<file path="src/rtl/ps2_pkg.sv">
// rtl/ps2_pkg.sv - shared PS/2 receiver state encoding, frame constants and parity helper
package ps2_pkg;

  typedef enum logic [1:0] {
    ST_IDLE  = 2'd0,
    ST_RECV  = 2'd1,
    ST_CHECK = 2'd2
  } ps2_state_t;

  localparam int FRAME_LEN = 11;
  localparam int DATA_W    = 8;
  // Bits collected after the start bit: 8 data, parity, stop.
  localparam int RECV_BITS = FRAME_LEN - 1;

  // PS/2 uses odd parity: data bits plus parity bit must contain an odd number of ones.
  function automatic logic odd_parity_ok(input logic [DATA_W-1:0] data, input logic par);
    return ^{data, par};
  endfunction

endpackage

</file>
<file path="src/rtl/ps2_sync_fifo.sv">
// rtl/ps2_sync_fifo.sv - show-ahead synchronous FIFO with overflow pulse
module ps2_sync_fifo #(
  parameter int DEPTH = 16,
  parameter int WIDTH = 8
) (
  input  logic                     clk,
  input  logic                     rst_n,
  input  logic                     i_push,
  input  logic [WIDTH-1:0]         i_push_data,
  input  logic                     i_pop,
  output logic [WIDTH-1:0]         o_pop_data,
  output logic                     o_valid,
  output logic [$clog2(DEPTH):0]   o_count,
  output logic                     o_overflow
);

  localparam int AW = $clog2(DEPTH);
  localparam int CW = AW + 1;

  logic [WIDTH-1:0] r_mem [DEPTH];
  logic [AW-1:0]    r_wptr;
  logic [AW-1:0]    r_rptr;
  logic [CW-1:0]    r_count;
  logic             r_overflow;

  logic w_full;
  logic w_empty;
  logic w_pop;
  logic w_wr;

  assign w_full  = (r_count == CW'(DEPTH));
  assign w_empty = (r_count == '0);
  assign w_pop   = i_pop && !w_empty;
  // A full FIFO still accepts a write when the head leaves in the same cycle.
  assign w_wr    = i_push && (!w_full || w_pop);

  always_ff @(posedge clk) begin
    if (w_wr) begin
      r_mem[r_wptr] <= i_push_data;
    end
  end

  always_ff @(posedge clk or negedge rst_n) begin
    if (!rst_n) begin
      r_wptr     <= '0;
      r_rptr     <= '0;
      r_count    <= '0;
      r_overflow <= 1'b0;
    end else begin
      r_overflow <= i_push && w_full && !w_pop;
      if (w_wr) begin
        r_wptr <= r_wptr + 1'b1;
      end
      if (w_pop) begin
        r_rptr <= r_rptr + 1'b1;
      end
      case ({w_wr, w_pop})
        2'b10:   r_count <= r_count + 1'b1;
        2'b01:   r_count <= r_count - 1'b1;
        default: r_count <= r_count;
      endcase
    end
  end

  assign o_valid    = !w_empty;
  assign o_pop_data = w_empty ? '0 : r_mem[r_rptr];
  assign o_count    = r_count;
  assign o_overflow = r_overflow;

endmodule

</file>
<file path="src/rtl/ps2_rx_fifo.sv">
// rtl/ps2_rx_fifo.sv - PS/2 keyboard receiver: synchroniser, clock filter, frame FSM, receive FIFO
module ps2_rx_fifo
  import ps2_pkg::*;
#(
  parameter int FILTER_LEN     = 8,
  parameter int TIMEOUT_CYCLES = 100000,
  parameter int FIFO_DEPTH     = 16
) (
  input  logic                          clk,
  input  logic                          rst_n,
  input  logic                          kbclk,
  input  logic                          kbdat,
  input  logic                          rd_ready,
  output logic                          rd_valid,
  output logic [DATA_W-1:0]             rd_data,
  output logic [$clog2(FIFO_DEPTH):0]   fifo_count,
  output logic                          parity_err,
  output logic                          frame_err,
  output logic                          timeout_err,
  output logic                          overflow
);

  localparam int FCW = $clog2(FILTER_LEN + 1);
  localparam int TW  = $clog2(TIMEOUT_CYCLES + 1);
  localparam int BCW = $clog2(RECV_BITS + 1);

  logic [1:0]           r_clk_sync;
  logic [1:0]           r_dat_sync;
  logic                 r_clk_filt;
  logic                 r_clk_prev;
  logic [FCW-1:0]       r_filt_cnt;
  ps2_state_t           r_state;
  logic [BCW-1:0]       r_bit_cnt;
  logic [TW-1:0]        r_timer;
  logic [RECV_BITS-1:0] r_frame;
  logic                 r_parity_err;
  logic                 r_frame_err;
  logic                 r_timeout_err;

  logic                 w_clk_s;
  logic                 w_dat_s;
  logic                 w_fall;
  logic                 w_stop;
  logic                 w_par_ok;
  logic                 w_push;

  // Synchronisers reset to 1 so the bus looks idle coming out of reset.
  always_ff @(posedge clk or negedge rst_n) begin
    if (!rst_n) begin
      r_clk_sync <= 2'b11;
      r_dat_sync <= 2'b11;
    end else begin
      r_clk_sync <= {r_clk_sync[0], kbclk};
      r_dat_sync <= {r_dat_sync[0], kbdat};
    end
  end

  assign w_clk_s = r_clk_sync[1];
  assign w_dat_s = r_dat_sync[1];

  // The filtered clock follows only after FILTER_LEN consecutive disagreeing samples.
  always_ff @(posedge clk or negedge rst_n) begin
    if (!rst_n) begin
      r_clk_filt <= 1'b1;
      r_clk_prev <= 1'b1;
      r_filt_cnt <= '0;
    end else begin
      r_clk_prev <= r_clk_filt;
      if (w_clk_s == r_clk_filt) begin
        r_filt_cnt <= '0;
      end else if (int'(r_filt_cnt) >= FILTER_LEN - 1) begin
        r_clk_filt <= w_clk_s;
        r_filt_cnt <= '0;
      end else begin
        r_filt_cnt <= r_filt_cnt + 1'b1;
      end
    end
  end

  assign w_fall   = r_clk_prev && !r_clk_filt;
  assign w_stop   = r_frame[RECV_BITS-1];
  assign w_par_ok = odd_parity_ok(r_frame[DATA_W-1:0], r_frame[DATA_W]);
  assign w_push   = (r_state == ST_CHECK) && w_stop && w_par_ok;

  always_ff @(posedge clk or negedge rst_n) begin
    if (!rst_n) begin
      r_state       <= ST_IDLE;
      r_bit_cnt     <= '0;
      r_timer       <= '0;
      r_frame       <= '0;
      r_parity_err  <= 1'b0;
      r_frame_err   <= 1'b0;
      r_timeout_err <= 1'b0;
    end else begin
      r_parity_err  <= 1'b0;
      r_frame_err   <= 1'b0;
      r_timeout_err <= 1'b0;
      case (r_state)
        ST_IDLE: begin
          if (w_fall && !w_dat_s) begin
            r_state   <= ST_RECV;
            r_bit_cnt <= '0;
            r_timer   <= '0;
          end
        end
        ST_RECV: begin
          if (w_fall) begin
            // LSB-first: each new bit enters at the top and shifts toward bit 0.
            r_frame   <= {w_dat_s, r_frame[RECV_BITS-1:1]};
            r_bit_cnt <= r_bit_cnt + 1'b1;
            r_timer   <= '0;
            if (r_bit_cnt == BCW'(RECV_BITS - 1)) begin
              r_state <= ST_CHECK;
            end
          end else if (r_timer == TW'(TIMEOUT_CYCLES - 1)) begin
            r_timeout_err <= 1'b1;
            r_state       <= ST_IDLE;
            r_bit_cnt     <= '0;
            r_timer       <= '0;
          end else begin
            r_timer <= r_timer + 1'b1;
          end
        end
        ST_CHECK: begin
          if (!w_stop) begin
            r_frame_err <= 1'b1;
          end else if (!w_par_ok) begin
            r_parity_err <= 1'b1;
          end
          r_state   <= ST_IDLE;
          r_bit_cnt <= '0;
        end
        default: begin
          r_state <= ST_IDLE;
        end
      endcase
    end
  end

  ps2_sync_fifo #(
    .DEPTH (FIFO_DEPTH),
    .WIDTH (DATA_W)
  ) u_fifo (
    .clk         (clk),
    .rst_n       (rst_n),
    .i_push      (w_push),
    .i_push_data (r_frame[DATA_W-1:0]),
    .i_pop       (rd_ready),
    .o_pop_data  (rd_data),
    .o_valid     (rd_valid),
    .o_count     (fifo_count),
    .o_overflow  (overflow)
  );

  assign parity_err  = r_parity_err;
  assign frame_err   = r_frame_err;
  assign timeout_err = r_timeout_err;

endmodule
</file>
<file path="config.mk">
export PLATFORM = sky130hd
export DESIGN_NAME = ps2_rx_fifo
export DESIGN_NICKNAME = d
export VERILOG_FILES = /design/src/rtl/ps2_pkg.sv /design/src/rtl/ps2_sync_fifo.sv /design/src/rtl/ps2_rx_fifo.sv
export SDC_FILE = /design/constraint.sdc
export NUM_CORES = 1
export LEC_CHECK = 0
export ABC_AREA = 1
export CORE_UTILIZATION = 45
export DETAILED_ROUTE_END_ITERATION = 10
export GPL_ROUTABILITY_DRIVEN = 0
export GPL_TIMING_DRIVEN = 0
export PLACE_DENSITY = 0.59
export SLEW_MARGIN = 30
export SYNTH_ARGS = -nofsm -noshare
export SYNTH_HDL_FRONTEND = slang
export SYNTH_SLANG_ARGS = --single-unit
</file>
<file path="constraint.sdc">
create_clock -name clk -period 2.7 [get_ports clk]
set_clock_uncertainty 0.1 [all_clocks]
set_input_delay 0.81 -clock clk [delete_from_list [all_inputs] [get_ports clk]]
set_output_delay 0.81 -clock clk [all_outputs]
set_load 0.01 [all_outputs]
</file>
Word-level counts from Yosys, hierarchy flattened
Memories as Yosys holds them, arrays and structs flattened.
Index checks and enable logic that the tools add are counted.
{"block": "totals", "inputBits": 5, "elab_cells": 89, "output_inout_bits": 18, "ram_bits": 128, "regBits": 60, "memories": 1}
{"block": "classes", "bitwise": 1, "eq_ne": 11, "n_mux": 27, "n_lt_le_gt_ge": 1, "reduce_logical": 25, "addsub": 7}
{"memory": "u_fifo.r_mem", "words": 16, "width": 8, "read_ports": 1, "rd_ports_with_merged_regs": 0, "write_ports": 1, "line": "ps2_sync_fifo.sv:20", "rtl": "logic [WIDTH-1:0] r_mem [DEPTH];"}
{"operator": "$mux W17", "count": 3}
{"operator": "$pmux W17 S2", "count": 1}
{"operator": "$mux W4", "count": 5}
{"operator": "$add A17 B1 Y17 const B", "count": 1}
{"operator": "$eq A17 B17 Y1 const B", "count": 1}
{"operator": "$add A4 B1 Y4 const B", "count": 4}
{"operator": "$pmux W4 S3", "count": 1}
{"operator": "$mux W1", "count": 10}
{"operator": "$pmux W5 S2", "count": 1}
{"operator": "$reduce_xor A9 Y1", "count": 1}
{"operator": "$logic_and A1 B1 Y1", "count": 8}
{"operator": "$mux W2", "count": 4}
{"operator": "$mux W8", "count": 1}
{"operator": "$ne A3 B3 Y1 const B", "count": 2}
{"operator": "$reduce_and A2 Y1", "count": 3}
{"operator": "$reduce_and A3 Y1", "count": 2}
{"operator": "$add A5 B1 Y5 const B", "count": 1}
{"operator": "$eq A5 B5 Y1 const B", "count": 1}
{"operator": "$logic_not A1 Y1", "count": 5}
{"operator": "$logic_not A5 Y1", "count": 1}
{"operator": "$sub A5 B1 Y5 const B", "count": 1}
{"operator": "$eq A2 B1 Y1 const B", "count": 2}
{"operator": "$eq A2 B2 Y1 const B", "count": 2}
{"operator": "$eq A4 B4 Y1 const B", "count": 1}
{"operator": "9 further kinds", "count": 10}

Depth between registers and ports, before layout
{"block": "depth", "word_depth": 7, "depth_mapped": 21, "ltp_nobuf": 21}

Cells and area by module
From an unflattened synthesis, not the netlist that was laid out.
{"block": "hier_totals", "cells_unflattened": 797, "hier_area_um2": 8393.0}
{"mod": "ps2_sync_fifo", "instances": 1, "cells_each": 476, "area_per_inst_um2": 5931.9, "seq_area_each_um2": 4194.0}
{"mod": "ps2_rx_fifo", "instances": 1, "cells_each": 321, "area_per_inst_um2": 2461.1, "seq_area_each_um2": 1158.6}

Worst setup path before layout
Ideal clock, no wire load.
{"block": "synth_timing", "path_type": "register -> output", "from": "register u_fifo.r_rptr[0]", "to": "output port rd_data[6]", "path_buffers": 2, "slack_ns": 0.321, "t_arrival_ns": 1.469, "t_required_ns": 1.790, "path_stages_with_launch": 10, "cell_sequence": "dfrtp_1 inv_1 buf_2 clkbuf_1 nor2_1 o22ai_1 nor2_1 nor2_1 o21ai_0 a21oi_1"}
{"block": "synth_via", "elab_chain_len": 2}
{"element": "start, declared", "line": "ps2_sync_fifo.sv:22", "rtl": "logic [AW-1:0] r_rptr;"}
{"element": "start signal, assigned", "line": "ps2_sync_fifo.sv:55", "rtl": "r_rptr <= r_rptr + 1'b1;"}
{"element": "$mem_v2 Z16 W8"}
{"element": "$mux W8", "line": "ps2_sync_fifo.sv:66", "rtl": "assign o_pop_data = w_empty ? '0 : r_mem[r_rptr];"}
{"element": "end, declared", "line": "ps2_rx_fifo.sv:15", "rtl": "output logic [DATA_W-1:0] rd_data,"}
Every way passes these cells.

Final worst setup path
{"block": "layout_timing", "from": "register u_fifo.r_rptr[0]", "to": "output port rd_data[0]"}
Same word-level chain as after synthesis.

==> results.toml <==
[run_status]
status = "complete, but fails checks"
violations = "setup timing"

[drt]
dr_wl_met3_um = 1250
vias = 5919
dr.pass1.iters = 5
drtIter0Drc = 551
routed_wl_um = 20700
highest_layer = "met4"
wire_per_inst_um = 20.0
viasPerCell = 5.72
drc = 0
met1_length_um = 9090
dr_wl_met2_um = 9890
ant_nets = 0

[clock_tree]
numCtsBuffers = 17
h-tree-depth = 4
clock_path_buffers = 2
tritoncts = "yes"
clkSlewWorstSetupHoldPaths_ns = 0.07
ctsHoldBuffers = 0
cts-root-buf = "clkbuf_16"
clock-sinks = 188
clock_latency_ns = 0.42

[global_routing]
first_global_vias = 5746
antenna_found_initial = 0
grt-ovfl-total = 0
grtUsageTotal_pct = 22.6
grt_max_degree = 36
grt_pass1_wl_um = 31200

[synthesis]
synth_fa_ha_area_share_pct = 1.68
synth_nets = 752
syn_inst = 736
synth_top_family_by_area = "simple AND/OR/NAND/NOR gates"
yosys.area_share.simple_pct = 15.4
yosys.area.top_type = "edfxtp_1"
ys_ff_latch = 188
muxShareOfSynthArea_pct = 0.138
synth-compound-area-share_pct = 11.5
yosys_warnings = 0
syn_area_um2 = 8170
seq_area_frac_synth_pct = 65.5
yosys.area_share.xor_xnor_pct = 1.29
synth_top_area_share_pct = 47.0
yosysUniqueCellTypes = 44
synthTopCellsByArea = "edfxtp_1, dfrtp_1, o21ai_0"
syn_avg_cell_area_um2 = 11.1

[die]
die_x_um = 137
die_h_um = 137
core.rowCount = 48
ios = 23
start_util_pct = 46.6
core_um2 = 17500
dieArea_um2 = 18700

[timing]
whs_ns = 0.185
rsz0062_at_grt = "true"
max_freq_mhz = 334
fin_tns_setup_ns = -2.02
max_slew_margin_pct = 60.9
setup_viol = 8
finalCritPeriodShare_pct = 111
min_period_ns = 2.99
worstMarginPinSlew_ns = 0.587
finalHoldViolCount = 0
slew_viol_final = 0
fin_ws_ns = -0.295

[critical_path]
start_kind = "flip-flop"
cp_max_fo = 5
cp.arrival_ns = 2.08
path_class = "reg2out"
critPathCaptureType = "primary output"
required_ns = 1.79

[power_and_ir_drop]
power_switching_w = 0.00345
comb_power_share_pct = 39.0
p_int_w = 0.00598
max-vdd-ir-drop_mv = 0.532
p_leak_nw = 3.76
power_frac_seq_pct = 36.6
clkPwrFrac_pct = 24.4
power_density_nw_per_um2 = 939
p_sw_share_pct = 36.6

[cells_and_area]
num-fill-cells = 1427
n_antenna_cell = 0
syn2layout_area_growth_pct = 22.9
fin_nets = 814
layout_commonest_cell = "edfxtp_1"
final_layout_size_suffix_gt1_share_pct = 22.5
final_cell_mix = "edfxtp_1, nor2_1, o21ai_0"

[placed_design]
port_buffers = 22
hpwl_um = 12800

[worst_hold_path]
hold_class = "in2async"

[job]
maxCapViolCount = 0
[cells by family (layout without fill, tap and decap cells)]
family	after synthesis	in the layout
mux	1	1
xor+xnor	12	12
compound gates	159	159
simple gates	269	269
flops	188	188
buf+inv	96	170
fa+ha+maj	11	11
[state kept, by name, summed over array words and instances, names as in the netlist, 4 cells and up]
| signal | flops |
|---|---|
| u_fifo.r_mem | 128 |
| r_timer | 17 |
| r_frame | 10 |
| u_fifo.o_count | 5 |
| r_bit_cnt | 4 |
| r_filt_cnt | 4 |
| u_fifo.r_rptr | 4 |
| u_fifo.r_wptr | 4 |
[worst paths after layout]
path | from | end | slack [ns] | depth (start not counted)
worst max-delay path | u_fifo.r_rptr[0] | rd_data[0] | -0.29 | 10
worst min-delay path | rst_n | timeout_err | 0.19 | 1
worst max register to register | r_frame[6] | u_fifo.o_count[4] | 0.16 | 16
worst min register to register | r_dat_sync[0] | r_dat_sync[1] | 0.26 | 0
max in group asynchronous | rst_n | r_clk_prev | 1.75 | 2
min in group clk | r_dat_sync[0] | r_dat_sync[1] | 0.26 | 0
[power by group through the flow]
stage | Clock, W | Combinational (W) | Sequential [W]
floorplan | 0 | 0.00178 | 0.00343
global placement | 0 | 0.00279 | 0.00346
detailed placement | 0 | 0.00285 | 0.00347
CTS | 0.00233 | 0.00344 | 0.00344
global route | 0.00244 | 0.00398 | 0.00346
finish | 0.00230 | 0.00368 | 0.00345
[layout make-up]
class | count | area, um2 | share of cell area [%]
Timing Repair Buffer | 44 | 504 | 5.02
Multi-Input combinational cell | 452 | 2770 | 27.6
Tap cell | 225 | 282 | 2.80
Inverter | 71 | 282 | 2.80
Buffer | 24 | 292 | 2.90
Sequential cell | 188 | 5380 | 53.6
Clock buffer | 19 | 433 | 4.31
Clock inverter | 12 | 100 | 0.996
[cell usage after synthesis (all sizes together)]
cell / n
clkbuf: 22
a21oi: 18
ha: 11
inv: 69
nor2: 125
nor4: 8
buf: 3
dfstp: 6
nor3: 5
a31oi: 3
o31ai: 1
o21a: 2
a221oi: 1
dfrtp: 54
o21ai: 96
nand2: 83
a311oi: 1
clkinv: 2
o22ai: 12
xnor2: 1
o221ai: 22
nand4: 10
o32ai: 1
a211oi: 1
nand3: 38
xor2: 11
a21boi: 1
edfxtp: 128
mux2: 1
[per-stage QoR]
stage / util (%) / power, W / area, um2 / setup WS, ns / instances
2_1_floorplan: - / 0.00521 / 8170 / 0.321 / 736
3_3_place_gp: 49.5 / 0.00625 / 8670 / -1.25 / 983
3_5_place_dp: 49.6 / 0.00632 / 8690 / -0.776 / 984
4_1_cts: 55.6 / 0.00920 / 9740 / -0.278 / 1023
5_1_grt: 57.3 / 0.00988 / 10000 / -0.373 / 1035
6_report: 57.3 / 0.00943 / 10000 / -0.295 / 1035
[worst max-delay path, cell delays in order, from the launching register on]
cell and delay [ns]:
dfrtp_2 0.47, inv_4 0.11, buf_12 0.13, clkbuf_16 0.15
nor2_4 0.03, o22ai_2 0.23, nor2_1 0.08, nor2_1 0.09
o21ai_1 0.09, a21oi_2 0.13, buf_2 0.15
[metal layers]
| metal | track usage [%] | up-vias |
|---|---|---|
| met5 | 0 | - |
| met4 | 7.35 | 0 |
| met3 | 4.48 | 35 |
| met2 | 36.2 | 229 |
| met1 | 30.9 | 2933 |
| li1 | - | 2722 |
[what timing repair did]
item                                    CTS  global route
resized for setup                       181            29
cloned                                    2             4
buffers inserted                          6             9
pin swaps                                31            22
endpoints found under the setup margin  138           129
Note: power is estimated with default switching activity, not from simulation.
==> patch 1 (config.mk and constraints unchanged) <==
Reset style: synchronous (`rst_n`), changed in 4 clocked blocks.
--- a/src/rtl/ps2_sync_fifo.sv
+++ b/src/rtl/ps2_sync_fifo.sv
@@ -41,5 +41,5 @@
   end
 
-  always_ff @(posedge clk or negedge rst_n) begin
+  always_ff @(posedge clk) begin
     if (!rst_n) begin
       r_wptr     <= '0;
--- a/src/rtl/ps2_rx_fifo.sv
+++ b/src/rtl/ps2_rx_fifo.sv
@@ -46,5 +46,5 @@
 
   // Synchronisers reset to 1 so the bus looks idle coming out of reset.
-  always_ff @(posedge clk or negedge rst_n) begin
+  always_ff @(posedge clk) begin
     if (!rst_n) begin
       r_clk_sync <= 2'b11;
@@ -60,5 +60,5 @@
 
   // The filtered clock follows only after FILTER_LEN consecutive disagreeing samples.
-  always_ff @(posedge clk or negedge rst_n) begin
+  always_ff @(posedge clk) begin
     if (!rst_n) begin
       r_clk_filt <= 1'b1;
@@ -83,5 +83,5 @@
   assign w_push   = (r_state == ST_CHECK) && w_stop && w_par_ok;
 
-  always_ff @(posedge clk or negedge rst_n) begin
+  always_ff @(posedge clk) begin
     if (!rst_n) begin
       r_state       <= ST_IDLE;
Function: same outputs for any inputs over 10 cycles, from zero or initial values and one cycle with rst_n low; that may be too few to reach the edited logic, so the function may still have changed.
==> patch 1 against the unedited design <==
The flow still finishes with violations (setup timing). Final cell count up 1.8%. Register-to-register slack better by 0.05 ns. Combinational power down 40%. Critical path depth down 4. Sequential power down 6.1%. Design area down 1.8%. Sequential cell count up 4. Routed wire length down 7.0%. Power down 12%. Non-clock buffer count down 8. Worst setup slack better by 0.074 ns. Via count down 2.6%. Synthesized area down 2.2%. Largest cell class unchanged.
==> patch 1: results <==
{
  "status": "finished, violations left",
  "violations": "setup timing",
  "layout.nets": 832,
  "path_max_fanout": 10,
  "seq_share_pct": 52.37,
  "nClkBuffers": 24,
  "clk_path_buf_depth": 2,
  "clk_share_pct": 7.080,
  "multi_input_area_um2": 2834,
  "yosysUniqueCellTypes": 39,
  "worstHoldStart": "r_frame[9]$_SDFFE_PN0P_",
  "grt_pass1_wl_um": 29920,
  "num-multi-input-gates": 481,
  "leakagePower_nw": 3.735,
  "async_reset_ff_share_pct": 0,
  "maxSlewHeadroom_pct": 58.20,
  "irDropWorstVdd_mv": 0.4818,
  "drt_iter0_markers": 439,
  "reg2reg_depth": 9,
  "finalWorstSetupSlack_ns": -0.2203,
  "dp_slack_ns": -0.7797,
  "inv_count": 64,
  "io_buffer_count": 21,
  "bufAreaShareNonClock_pct": 6.268,
  "route.vias.total": 5764,
  "multi_input_area_share_pct": 28.74,
  "syn-num-nets": 781,
  "dp_hpwl_um": 12370,
  "clk_latency_ns": 0.44,
  "arrival_ns": 2.01,
  "synth_common_cells": "nor2_1 (135), edfxtp_1 (128), o21ai_0 (98), dfxtp_1 (64), nand2_1 (60)",
  "synth_seq_cells": 192,
  "placed_area_um2": 8483,
  "grt_pass1_vias": 5545,
  "slowest_stage": "dfxtp_2",
  "dp.cells": 1011,
  "yosysSeqAreaShare_pct": 64.13,
  "drt-wirelength-per-cell_um": 18.25,
  "timing.rr.start": "r_frame[1]$_SDFFE_PN0P_",
  "setup_tns_ns": -1.556,
  "syn_inst": 765,
  "synth_area_leaders": "edfxtp_1 (48%), dfxtp_1 (16%), nor2_1 (6.3%)",
  "buffers": 60,
  "cp_slowest_stage_delay_ns": 0.45,
  "grt_max_degree": 21,
  "grt_usage_pct": 22.16,
  "drive_above_1_share_pct": 22.32,
  "hold_class": "register to register",
  "wl_um": 19230,
  "htree_levels": 4,
  "setup-violations-final": 8
}
==> patch 1: cell count changes in the layout (fill, tap and decap cells not counted), moves of 8 or more <==
cell     change
dfxtp_1     +53
dfrtp_1     -44
a21oi_1     +22
nand2_1     -15
nor2_1      +13
nor2_2      +13
dfxtp_4     +10
nor3_1       +9
nor2_4       -8
==> patch 1: per-layer routing <==
| metal | vias to the layer above | GRT usage (%) | part of all wire, % |
|---|---|---|---|
| met1 | 2759 | 28.84 | 45 |
| met4 | 0 | 9.551 | 1.7 |
| met5 | - | 0 | 0 |
| li1 | 2805 | - | - |
| met2 | 176 | 36.27 | 49 |
| met3 | 24 | 4.040 | 4.8 |
==> patch 1: what timing repair did <==
item	in CTS	in global routing
gates cloned	5	0
resized for setup	167	60
pin swaps	34	36
setup endpoints to repair	139	138
setup buffers	2	6
==> patch 1: worst paths after layout <==
kind / endpoint / slack, ns
setup / recovery: rd_data[2] / -0.22
hold / removal: frame_err$_SDFF_PN0_ / 0.32
setup reg to reg: u_fifo.r_mem[15][3]$_DFFE_PP_ / 0.21
hold reg to reg: frame_err$_SDFF_PN0_ / 0.32
==> patch 1: cells by family after synthesis <==
| logic type | synth area share (%) |
|---|---|
| XOR/XNOR | 1.096 |
| AND/OR/NAND/NOR | 15.41 |
| adder cells (fa/ha/maj) | 1.722 |
| AO/OA/AOI/OAI | 13.20 |
| buffers and inverters | 4.447 |
| flip-flops | 64.13 |
==> patch 1: power by group <==
group,internal (mW),switching [mW],leakage (nW)
clock,1.77,1.09,0.344
sequential,3.15,0.0928,2.02
combinational,0.902,1.28,1.38
total,5.82,2.47,3.74
==> patch 2 (same flow settings) <==
Made on the original files. Set the parameter `FILTER_LEN` to 16 (it was 8).
--- a/src/rtl/ps2_rx_fifo.sv
+++ b/src/rtl/ps2_rx_fifo.sv
@@ -3,5 +3,5 @@
   import ps2_pkg::*;
 #(
-  parameter int FILTER_LEN     = 8,
+  parameter int FILTER_LEN     = 16,
   parameter int TIMEOUT_CYCLES = 100000,
   parameter int FIFO_DEPTH     = 16
Function: no difference found for any inputs over 10 cycles, from zero or initial values and one cycle with rst_n low; that may be too few to reach the edited logic, so the function may still have changed.
==> patch 2 against the unedited design <==
The flow finishes with violations (DRC, setup timing). Fmax about the same. Highest routed layer unchanged. Via count up 4.8%. Design area up 4.3%. Sequential cell count up 1. Synthesized cell count up 3.8%. Worst setup slack about the same. Routed wire length up 7.1%. Sequential share of layout area down 1.9 points. Synthesized area up 3.5%.
Power is not compared: it rests on default switching activity, and its combinational part moved more than twofold at a synthesized area within 25%.
==> patch 2: results <==
{
  "status": "finished, violations left",
  "violations": "DRC, setup timing",
  "maxSlewHeadroom_pct": 35.14,
  "drive_above_1_share_pct": 24.68,
  "irDropWorstVdd_mv": 0.5207,
  "layout.nets": 873,
  "root_buffer": "clkbuf_16",
  "cts_buffers": 17,
  "arrival_ns": 2.09,
  "yosysUniqueCellTypes": 44,
  "drc_errors": 1,
  "drt_iter0_markers": 562,
  "async_reset_ff_share_pct": 32.28,
  "route.vias.total": 6204,
  "io_buffer_count": 22,
  "dr.pass1.iters": 8,
  "dp_slack_ns": -0.7261,
  "htree_levels": 4,
  "dp_hpwl_um": 13800,
  "ys_warn_count": 0,
  "finalWorstSetupSlack_ns": -0.2952,
  "nFillCells": 1498,
  "leakagePower_nw": 4.097,
  "diodes": 0,
  "syn-num-nets": 783,
  "grt_pass1_wl_um": 33810,
  "yosysSeqAreaShare_pct": 63.61,
  "top_regs": "u_fifo.r_mem x128, r_timer x17, r_frame x10",
  "setup-violations-final": 8,
  "path_clk_slew_ns": 0.07,
  "drt-wirelength-per-cell_um": 20.22,
  "antenna_found_initial": 0,
  "synth_common_cells": "edfxtp_1 (128), nand2_1 (115), nor2_1 (90), dfrtp_1 (55)",
  "setup_tns_ns": -2.160,
  "synth_area_leaders": "edfxtp_1 (45%), dfrtp_1 (16%), nand2_1 (5.1%)",
  "start_util_pct": 46.43,
  "grt_max_degree": 44,
  "synthFlopType": "edfxtp_1",
  "synth_edf_count": 128,
  "grt_usage_pct": 23.54,
  "grt_pass1_vias": 6048,
  "clk_path_buf_depth": 2,
  "path_max_fanout": 5,
  "clk_latency_ns": 0.44,
  "hold_class": "input pin to asynchronous set/reset pin"
}
[patch 2: logic make-up (layout without fill, tap and decap cells)]
family                     Yosys count  after routing  synth area share [%]
buffers and inverters               86            189                 4.218
xor gates and xnor gates            21             21                 2.175
and+or+nand+nor                    299            299                 15.94
AOI/OAI and AO/OA                  155            155                 11.99
adders and majority gates           14             14                 2.072
DFF                                189            189                 63.61
[patch 2: area by class of cell]
| type | count | area, um^2 | area share [%] |
|---|---|---|---|
| multi-input cells | 489 | 3034 | 28.96 |
| plain buffers | 28 | 316.6 | 3.021 |
| inverters | 58 | 230.2 | 2.197 |
| clock inverters | 14 | 115.1 | 1.099 |
| repair buffers | 71 | 655.6 | 6.257 |
| clock buffers | 18 | 429.2 | 4.096 |
| flip-flops and latches | 189 | 5410 | 51.64 |
| well taps | 229 | 286.5 | 2.735 |
[patch 2: what timing repair did]
action	in CTS	in global routing
gates resized for setup	148	41
pin swaps	37	27
hold buffers	0	0
setup buffers	30	14
endpoints found under the setup margin	142	44
cloned	4	1
[patch 2: metal layers]
metal | GRT usage [%] | routed length (um) | vias up
met5 | 0 | 0 | -
met3 | 5.594 | 1622 | 41
li1 | - | - | 2867
met1 | 32.53 | 9652 | 3066
met4 | 9.415 | 703 | 0
met2 | 35.91 | 10190 | 230
[patch 2: power breakdown]
part	total [mW]	switching (mW)	internal (mW)
logic	0.0629	0.0413	0.0216
clock network	2.32	1.13	1.19
registers	3.09	0.0105	3.08
[patch 2: path summary, 6_finish.rpt]
| path | startpoint | to | slack (ns) | cells after the start |
|---|---|---|---|---|
| min | rst_n | r_timer[0]$_DFFE_PN0P_ | 0.16 | 1 |
| max in group asynchronous | rst_n | r_dat_sync[0]$_DFF_PN1_ | 1.78 | 2 |
| min in group clk | r_clk_sync[0]$_DFF_PN1_ | r_clk_sync[1]$_DFF_PN1_ | 0.26 | 0 |
| min reg2reg | r_clk_sync[0]$_DFF_PN1_ | r_clk_sync[1]$_DFF_PN1_ | 0.26 | 0 |
| max reg2reg | r_frame[1]$_DFFE_PN0P_ | u_fifo.o_count[4]$_DFFE_PN0P_ | 0.02 | 18 |
| max | u_fifo.r_rptr[0]$_DFFE_PN0P_ | rd_data[0] | -0.30 | 8 |
[patch 2: per-stage QoR]
| stage | cells | area [um^2] |
|---|---|---|
| after floorplan | 764 | 8463 |
| after global placement | 1015 | 8970 |
| after detailed placement | 1016 | 8995 |
| after CTS | 1082 | 10240 |
| after global routing | 1096 | 10480 |
| final | 1096 | 10480 |
[patch 2: critical path: stages (launching register included)]
cell and delay, ns:
dfrtp_1 0.42, inv_2 0.11, buf_6 0.11, buf_6 0.11
o21bai_1 0.06, o211ai_1 0.32, nand3_1 0.17, a21oi_2 0.18
buf_2 0.16
